--- src/rtl/mem_responder.sv ---
// Valid/ready memory target: latches one read or write per request and answers
// after WAIT_CYCLES wait states. Optional read parity via MEM_PARITY_EN.
module mem_responder #(
    parameter int WIDTH       = 8,
    parameter int DEPTH       = 16,
    parameter int ADDR_WIDTH  = $clog2(DEPTH),
    parameter int WAIT_CYCLES = 2
) (
    input  logic                  clk,
    input  logic                  rst,
    input  logic                  valid,
    input  logic                  wr_rd,
    input  logic [ADDR_WIDTH-1:0] addr,
    input  logic [WIDTH-1:0]      wdata,
    output logic [WIDTH-1:0]      rdata,
    output logic                  ready
`ifdef MEM_PARITY_EN
    ,
    output logic                  perr
`endif
);

    typedef enum logic [1:0] {
        S_IDLE = 2'd0,
        S_WAIT = 2'd1,
        S_RESP = 2'd2
    } state_e;

    localparam logic [3:0] WAIT_INIT = 4'(WAIT_CYCLES);

    logic [WIDTH-1:0] mem [0:DEPTH-1];

    state_e                state_q, state_d;
    logic [3:0]            cnt_q, cnt_d;
    logic                  wr_q, wr_d;
    logic [ADDR_WIDTH-1:0] addr_q, addr_d;
    logic [WIDTH-1:0]      wdata_q, wdata_d;
    logic [WIDTH-1:0]      rdata_q, rdata_d;
    logic                  ready_q, ready_d;
    logic                  mem_we_s;

`ifdef MEM_PARITY_EN
    logic mem_par [0:DEPTH-1];
    logic perr_q, perr_d;

    function automatic logic even_par(input logic [WIDTH-1:0] d);
        return ^d;
    endfunction
`endif

    // Next-state, request latching and response generation.
    always_comb begin
        state_d  = state_q;
        cnt_d    = cnt_q;
        wr_d     = wr_q;
        addr_d   = addr_q;
        wdata_d  = wdata_q;
        rdata_d  = rdata_q;
        ready_d  = 1'b0;
        mem_we_s = 1'b0;
`ifdef MEM_PARITY_EN
        perr_d   = 1'b0;
`endif
        case (state_q)
            S_IDLE: begin
                // ready_q high means the previous answer is still visible; hold off.
                if (valid && !ready_q) begin
                    wr_d    = wr_rd;
                    addr_d  = addr;
                    wdata_d = wdata;
                    cnt_d   = WAIT_INIT;
                    if (WAIT_INIT == 4'd0) begin
                        state_d = S_RESP;
                    end else begin
                        state_d = S_WAIT;
                    end
                end else begin
                    state_d = S_IDLE;
                end
            end
            S_WAIT: begin
                if (!valid) begin
                    state_d = S_IDLE;
                    cnt_d   = 4'd0;
                end else if (cnt_q == 4'd1) begin
                    state_d = S_RESP;
                    cnt_d   = 4'd0;
                end else begin
                    cnt_d   = cnt_q - 4'd1;
                end
            end
            S_RESP: begin
                state_d  = S_IDLE;
                ready_d  = 1'b1;
                mem_we_s = wr_q && !rst;
`ifdef MEM_PARITY_EN
                perr_d   = !wr_q && (even_par(mem[addr_q]) != mem_par[addr_q]);
`endif
            end
            default: begin
                state_d = S_IDLE;
                cnt_d   = 4'd0;
            end
        endcase

        if ((state_d == S_RESP) && (state_q != S_RESP) && !wr_d) begin
            rdata_d = mem[addr_d];
        end else begin
            rdata_d = rdata_q;
        end
    end

    // Control and output registers with synchronous reset.
    always_ff @(posedge clk) begin
        if (rst) begin
            state_q <= S_IDLE;
            cnt_q   <= 4'd0;
            wr_q    <= 1'b0;
            addr_q  <= '0;
            wdata_q <= '0;
            rdata_q <= '0;
            ready_q <= 1'b0;
`ifdef MEM_PARITY_EN
            perr_q  <= 1'b0;
`endif
        end else begin
            state_q <= state_d;
            cnt_q   <= cnt_d;
            wr_q    <= wr_d;
            addr_q  <= addr_d;
            wdata_q <= wdata_d;
            rdata_q <= rdata_d;
            ready_q <= ready_d;
`ifdef MEM_PARITY_EN
            perr_q  <= perr_d;
`endif
        end
    end

    // Storage write port; contents survive reset.
    always_ff @(posedge clk) begin
        if (mem_we_s) begin
            mem[addr_q] <= wdata_q;
`ifdef MEM_PARITY_EN
            mem_par[addr_q] <= even_par(wdata_q);
`endif
        end
    end

    assign rdata = rdata_q;
    assign ready = ready_q;
`ifdef MEM_PARITY_EN
    assign perr  = perr_q;
`endif

endmodule

--- config.mk ---
export PLATFORM = sky130hd
export DESIGN_NAME = mem_responder
export DESIGN_NICKNAME = d
export VERILOG_FILES = /design/src/rtl/mem_responder.sv
export SDC_FILE = /design/constraint.sdc
export NUM_CORES = 1
export LEC_CHECK = 0
export ABC_CLOCK_PERIOD_IN_PS = 4200
export BUFFER_PORTS_ARGS = -buffer_cell sky130_fd_sc_hd__buf_4
export CORE_MARGIN = 10
export CORE_UTILIZATION = 50
export CTS_CLUSTER_DIAMETER = 80
export DETAILED_ROUTE_END_ITERATION = 16
export GPL_ROUTABILITY_DRIVEN = 0
export PLACE_DENSITY_LB_ADDON = 0.1
export SKIP_CTS_REPAIR_TIMING = 1
export SLEW_MARGIN = 20
export SYNTH_ARGS = -nofsm -noshare
export SYNTH_HDL_FRONTEND = slang
export SYNTH_SLANG_ARGS = --single-unit
--- constraint.sdc ---
create_clock -name clk -period 4.2 [get_ports clk]
set_input_delay 0.63 -clock clk [delete_from_list [all_inputs] [get_ports clk]]
set_output_delay 0.63 -clock clk [all_outputs]
set_load 0.01 [all_outputs]
; After elaboration in Yosys (flattened, before gate mapping)
; Memory sizes are Yosys's and may differ from the RTL's. A register that Yosys moved wholly into a read port is not among the register bits.
; Index checks and enable logic that the tools add are counted.
[classes]
add_sub_neg = 1
n_eq_ne = 6
muxes = 16
bitwise = 1
reduce_logical = 10
[ops]
columns = op, n
row1 = $mux W4, 5
row2 = $pmux W4 S3, 1
row3 = $mux W1, 7
row4 = $eq A2 B2 Y1 const B, 2
row5 = $eq A4 B1 Y1 const B, 1
row6 = $logic_and A1 B1 Y1, 4
row7 = $mux W2, 2
row8 = $ne A2 B2 Y1 const B, 2
row9 = $pmux W2 S2, 1
row10 = $reduce_and A2 Y1, 2
row11 = $sub A4 B1 Y4 const B, 1
row12 = $logic_not A1 Y1, 3
row13 = $eq A2 B1 Y1 const B, 1
row14 = $logic_not A2 Y1, 1
row15 = $not A1 Y1, 1
[word_totals]
regBits = 20
ram_bits = 128
input_bits = 16
out_inout_bits = 9
elab_cells = 41
n_memories = 1
[memory_table]
columns = memory, words, width, read_ports, rd_clocked_by_memory_dff, write_ports, line
row1 = mem, 16, 8, 1, 1, 1, 31  ; logic [WIDTH-1:0] mem [0:DEPTH-1];

; Depth between registers and ports, before layout
[logic_depth]
word_depth = 7
ltp_mapped = 10

; Worst setup path before layout
; OpenSTA, ideal clock, no wires.
[synth_timing]
path_kind = input to register
start = input port valid
end = register rdata_q[0], in the netlist rdata[0], read port of mem
setup_time_ps = 131
arrival_ps = 2653
required_ps = 4069
slack_ps = 1416
stages = 8
path_buffers = 3
cell_sequence = nor4b_4 mux2i_1 buf_4 buf_6 buf_2 mux2_2 a22oi_1 o211ai_1
[synth_between]
elab_chain_cells = 6
elab_cells_between_ends = 12
[synth_rtl]
columns = element, line
row1 = "start, declared", 11  ; input logic valid,
row2 = $logic_and A1 B1 Y1, 67  ; if (valid && !ready_q) begin
row3 = $mux W1, 67
row4 = $pmux W2 S2, 64  ; case (state_q)
row5 = $eq A2 B2 Y1, 106  ; if ((state_d == S_RESP) && (state_q != S_RESP) && !wr_d) begin
row6 = $logic_and A1 B1 Y1 (2 in a row), 106
row7 = "end, declared", 38  ; logic [WIDTH-1:0] rdata_q, rdata_d;
; Parallel ways exist; a longest one is shown, timed or not.
; A chain may end at the register's enable or synchronous reset.

; Worst setup path after layout
[layout_timing]
start = register state_q[0]
end = register rdata_q[6], in the netlist rdata[6], read port of mem
[layout_between]
elab_chain_cells = 6
elab_cells_between_ends = 12
[layout_rtl]
columns = element, line
row1 = "start, declared", 33  ; state_e state_q, state_d;
row2 = "start signal, assigned", 127  ; state_q <= state_d;
row3 = $mux W2, 85  ; end else if (cnt_q == 4'd1) begin
row4 = $mux W2, 82  ; if (!valid) begin
row5 = $pmux W2 S2, 64
row6 = $eq A2 B2 Y1, 106
row7 = $logic_and A1 B1 Y1 (2 in a row), 106
; Parallel ways exist; a longest one is shown, timed or not.

==> impl.org <==
** Layout
- The finished cells cover 0.00700 mm².
- Area growth syn-to-layout :: 15.4%
- The library cell used most frequently in the layout, excluding fill and tap cells, is sky130_fd_sc_hd__edfxtp_1.
- Most used cells in the layout excluding fill and tap cells :: sky130_fd_sc_hd__edfxtp_1, sky130_fd_sc_hd__nand2_1, sky130_fd_sc_hd__mux2i_1
- Counting the fill cells in the layout gives 934.
- Number of nets in the finished design :: around 440
- The repair_antennas step left the layout with diodes totalling 0.
- Share of final-layout standard cells stronger than drive strength 1 :: 0.179

** Critical path
- Startpoint class of the critical path :: flip-flop
- Top Family by Delay on Critical Path :: multiplexers
- STA classifies the critical path endpoint as a flip-flop.
- Among all stages on the critical path, the largest delay is contributed by sky130_fd_sc_hd__mux4_2.
- CP required :: 4.48 ns
- Data arrival time of the worst path :: around 3.3 ns
- Critical Path, Cell by Cell :: nor4b_4 -> buf_4 -> mux2i_4 -> buf_4 -> mux4_2 -> a22o_1 -> a21oi_1 -> o211ai_1
- The most numerous cell type found on the critical path is sky130_fd_sc_hd__buf_4.
- Counting both buffers and inverters, the worst setup path holds a total of 2.
- The worst setup path is of the flip-flop to flip-flop kind.
- Max stage delay on crit path :: 0.57 ns
- Maximum fanout along the worst path :: 31

** Routing
- The first routing iteration left 321 violations.
- After detailed routing, the number of remaining DRC violations is 0.
- The routed layout has 3457 vias.
- In the final routed layout, each cell accounts on average for ~24 µm.
- After detailed routing, the number of vias per cell comes to approximately 6.0.
- Wire length reported by the detailed router :: 13800 µm
- The pre-antenna-repair detailed-routing pass consisted of 5 iterations.
- Residual antenna-violating net count after detailed routing :: 0

** Global routing
- Initial antenna violation count :: 0
- Entering global routing, the biggest net connects 32 pins.
- The first global-routing pass estimated 20700 µm of wire.
- Vias in the first global route :: approximately 3500
- Global routing finished with a remaining overflow of 0.
- In the global route stage, overall resource usage came out at 0.171.

** Timing
- Worst path setup slack after routing :: ~1.2 ns
- At the pin with the least slew margin, the transition time is 1.17 ns.
- Maximum operating frequency :: 331 MHz
- RSZ-0062 raised after global routing :: no
- On the final layout, the worst clock skew is a little under 0.005 ns.
- Setup violations remaining at the end of the flow were counted as 0.
- Max-slew violations :: 0
- Worst relative slew slack :: 0.212
- Post-route clock period utilization :: 0.719
- The worst path needs ~3 ns of the cycle, external delays included.
- Adding up every negative setup slack in the final design gives 0 ns.
- Final hold vios :: 0

** Run status
- The flow ran to the end, and the final reports show no timing, DRC or antenna violations.

** Synth
- After synthesis, the share of flip-flops with an asynchronous set or reset is 0.
- When the netlist entered floorplanning its net count stood at 405.
- EDFF count, synth :: 128
- Mapped Cells :: 387
- The biggest area contributor in the post-synthesis netlist is sky130_fd_sc_hd__edfxtp_1.
- The share of the Yosys chip area taken by registers is 0.725.
- Synth Cell Area :: between 0.006 and 0.007 mm²
- The synthesized design contains 156 register bits.
- For this run, the number of Yosys warnings is 0.
- Counting distinct cell types in the post-synthesis netlist gives 40.
- Main synth FF type :: sky130_fd_sc_hd__edfxtp_1
- Mean instance size in the synthesized netlist :: 15.7 µm²
- Area share of the largest cell type after synthesis :: 0.633
- After synthesis, the cell types taking the most area are sky130_fd_sc_hd__edfxtp_1, sky130_fd_sc_hd__dfxtp_1, sky130_fd_sc_hd__mux2i_1.

** Place
- Port bufs :: 24
- Post-DP Area :: 0.00642 mm²
- Placement-stage worst setup slack :: ~1.0 ns
- Detailed placer's ending HPWL :: 9010 µm

** Clocking
- Number of clock sinks :: 156
- At the later pin of the worst-skew pair, clock insertion delay measures 0.42 ns.
- Clock-pin slew was measured on the worst setup and hold paths at approximately 0.050 ns.
- Clock root buffer :: sky130_fd_sc_hd__clkbuf_16
- CTS tree :: done
- Clk buf depth :: 2
- Counting the buffers created by CTS gives 17.
- CTS built an H-tree with a depth of 4.

** Power
- Maximum vdd ir drop :: a little under 0.3 mV
- Cell area power density :: 487 mW/mm²
- Summed over all cells, the static leakage comes to 2.47 nW.

** Die
- The die is 130 µm tall.
- Area enclosed by the die boundary :: around 0.017 mm²
- The floorplan has 40 rows.
- In this run the horizontal extent of the chip is between 100 and 150 µm.
- Floorplan Core Area :: approximately 0.012 mm²
- 25 I/O pins were placed.
- Starting Density :: 0.508

** Hold path
- Hold WC Path Type :: input port to flip-flop

** Flow run
- Across the run, the number of max-cap violations was 0.
==> worst register-to-register path, stage by stage (launching register included) <==
cell                       delay (ns)
sky130_fd_sc_hd__dfxtp_1         0.42
sky130_fd_sc_hd__nor4b_4         0.32
sky130_fd_sc_hd__buf_4           0.26
sky130_fd_sc_hd__mux2i_4         0.26
sky130_fd_sc_hd__buf_4           0.47
sky130_fd_sc_hd__mux4_2          0.59
sky130_fd_sc_hd__a22o_1          0.26
sky130_fd_sc_hd__a21oi_1         0.18
sky130_fd_sc_hd__o211ai_1        0.13
==> final timing paths <==
check	start	to	slack (ns)	cells past startpoint
hold / removal	wdata[4]	wdata_q[4]$_SDFFE_PP0N_	0.46	3
setup reg to reg	state_q[0]$_SDFF_PP0_	rdata[6]$_SDFFE_PP0P_	1.18	8
hold reg to reg	wr_q$_SDFF_PP0_	wr_q$_SDFF_PP0_	0.50	2
setup / recovery	state_q[0]$_SDFF_PP0_	rdata[6]$_SDFFE_PP0P_	1.18	8
==> flip-flops by register name, indices dropped and copies added, names as in the netlist <==
| name | flops |
|---|---|
| state_q | 2 |
| mem | 128 |
| rdata | 8 |
| addr_q | 4 |
| cnt_q | 4 |
| wdata_q | 8 |
| ready | 1 |
| wr_q | 1 |
==> cell type report <==
cell class	instances	area, µm²	area share
Clock inverter	10	148	0.0211
Clock buffer	21	440	0.0629
Tap cell	147	184	0.0263
Timing Repair Buffer	31	233	0.0332
Multi-Input combinational cell	210	1580	0.226
Inverter	3	11.3	0.00161
Sequential cell	156	4400	0.629
==> synth_stat cells, types with 2 or more instances <==
library cell and n:
sky130_fd_sc_hd__edfxtp_1 128, sky130_fd_sc_hd__nand2_1 36, sky130_fd_sc_hd__mux2i_1 35, sky130_fd_sc_hd__dfxtp_1 28, sky130_fd_sc_hd__nor2_1 25, sky130_fd_sc_hd__a21oi_1 16, sky130_fd_sc_hd__mux4_2 11, sky130_fd_sc_hd__clkbuf_1 10
sky130_fd_sc_hd__mux2_2 10, sky130_fd_sc_hd__o22ai_1 9, sky130_fd_sc_hd__nand3_1 6, sky130_fd_sc_hd__a22oi_1 5, sky130_fd_sc_hd__nor3_1 5, sky130_fd_sc_hd__nor3b_1 5, sky130_fd_sc_hd__o221ai_1 5, sky130_fd_sc_hd__and3_1 4
sky130_fd_sc_hd__nand2b_1 4, sky130_fd_sc_hd__nor2b_1 4, sky130_fd_sc_hd__o211ai_1 4, sky130_fd_sc_hd__a22o_1 3, sky130_fd_sc_hd__buf_1 3, sky130_fd_sc_hd__inv_1 3, sky130_fd_sc_hd__o21ai_0 3, sky130_fd_sc_hd__or3_1 3
sky130_fd_sc_hd__a211o_1 2, sky130_fd_sc_hd__a31oi_1 2, sky130_fd_sc_hd__and2_1 2, sky130_fd_sc_hd__buf_2 2, sky130_fd_sc_hd__buf_4 2, sky130_fd_sc_hd__ha_1 2
==> report_power, final <==
part / switching (mW) / internal (mW) / total, mW
logic: 0.0813 / 0.0695 / 0.151
registers: 0.0398 / 1.69 / 1.73
clock network: 0.558 / 0.980 / 1.54
==> metal layers <==
metal,share of wire,track usage,vias up
met2,0.47,0.256,124
li1,-,-,1561
met5,0,0,-
met4,0.019,0.0668,0
met3,0.064,0.0467,23
met1,0.45,0.232,1749
==> through the flow <==
stage / util / total power, mW / std cells / hold WS (ns)
after global placement: 0.536 / 1.91 / 547 / 0.476
after floorplan: - / 1.85 / 387 / 0.458
final: 0.586 / 3.41 / 578 / 0.456
after detailed placement: 0.536 / 1.91 / 547 / 0.489
after global routing: 0.586 / 3.51 / 578 / 0.450
after CTS: 0.586 / 3.43 / 578 / 0.443
==> cell families after synthesis <==
kind of cell	after synthesis	share of synthesized area
and+or+nand+nor	98	0.0783
adders and majority gates	2	0.00412
DFF	156	0.725
AOI/OAI and AO/OA	54	0.0593
muxes	56	0.117
buffers and inverters	21	0.0159
No activity file was read; power rests on OpenSTA's default activity.
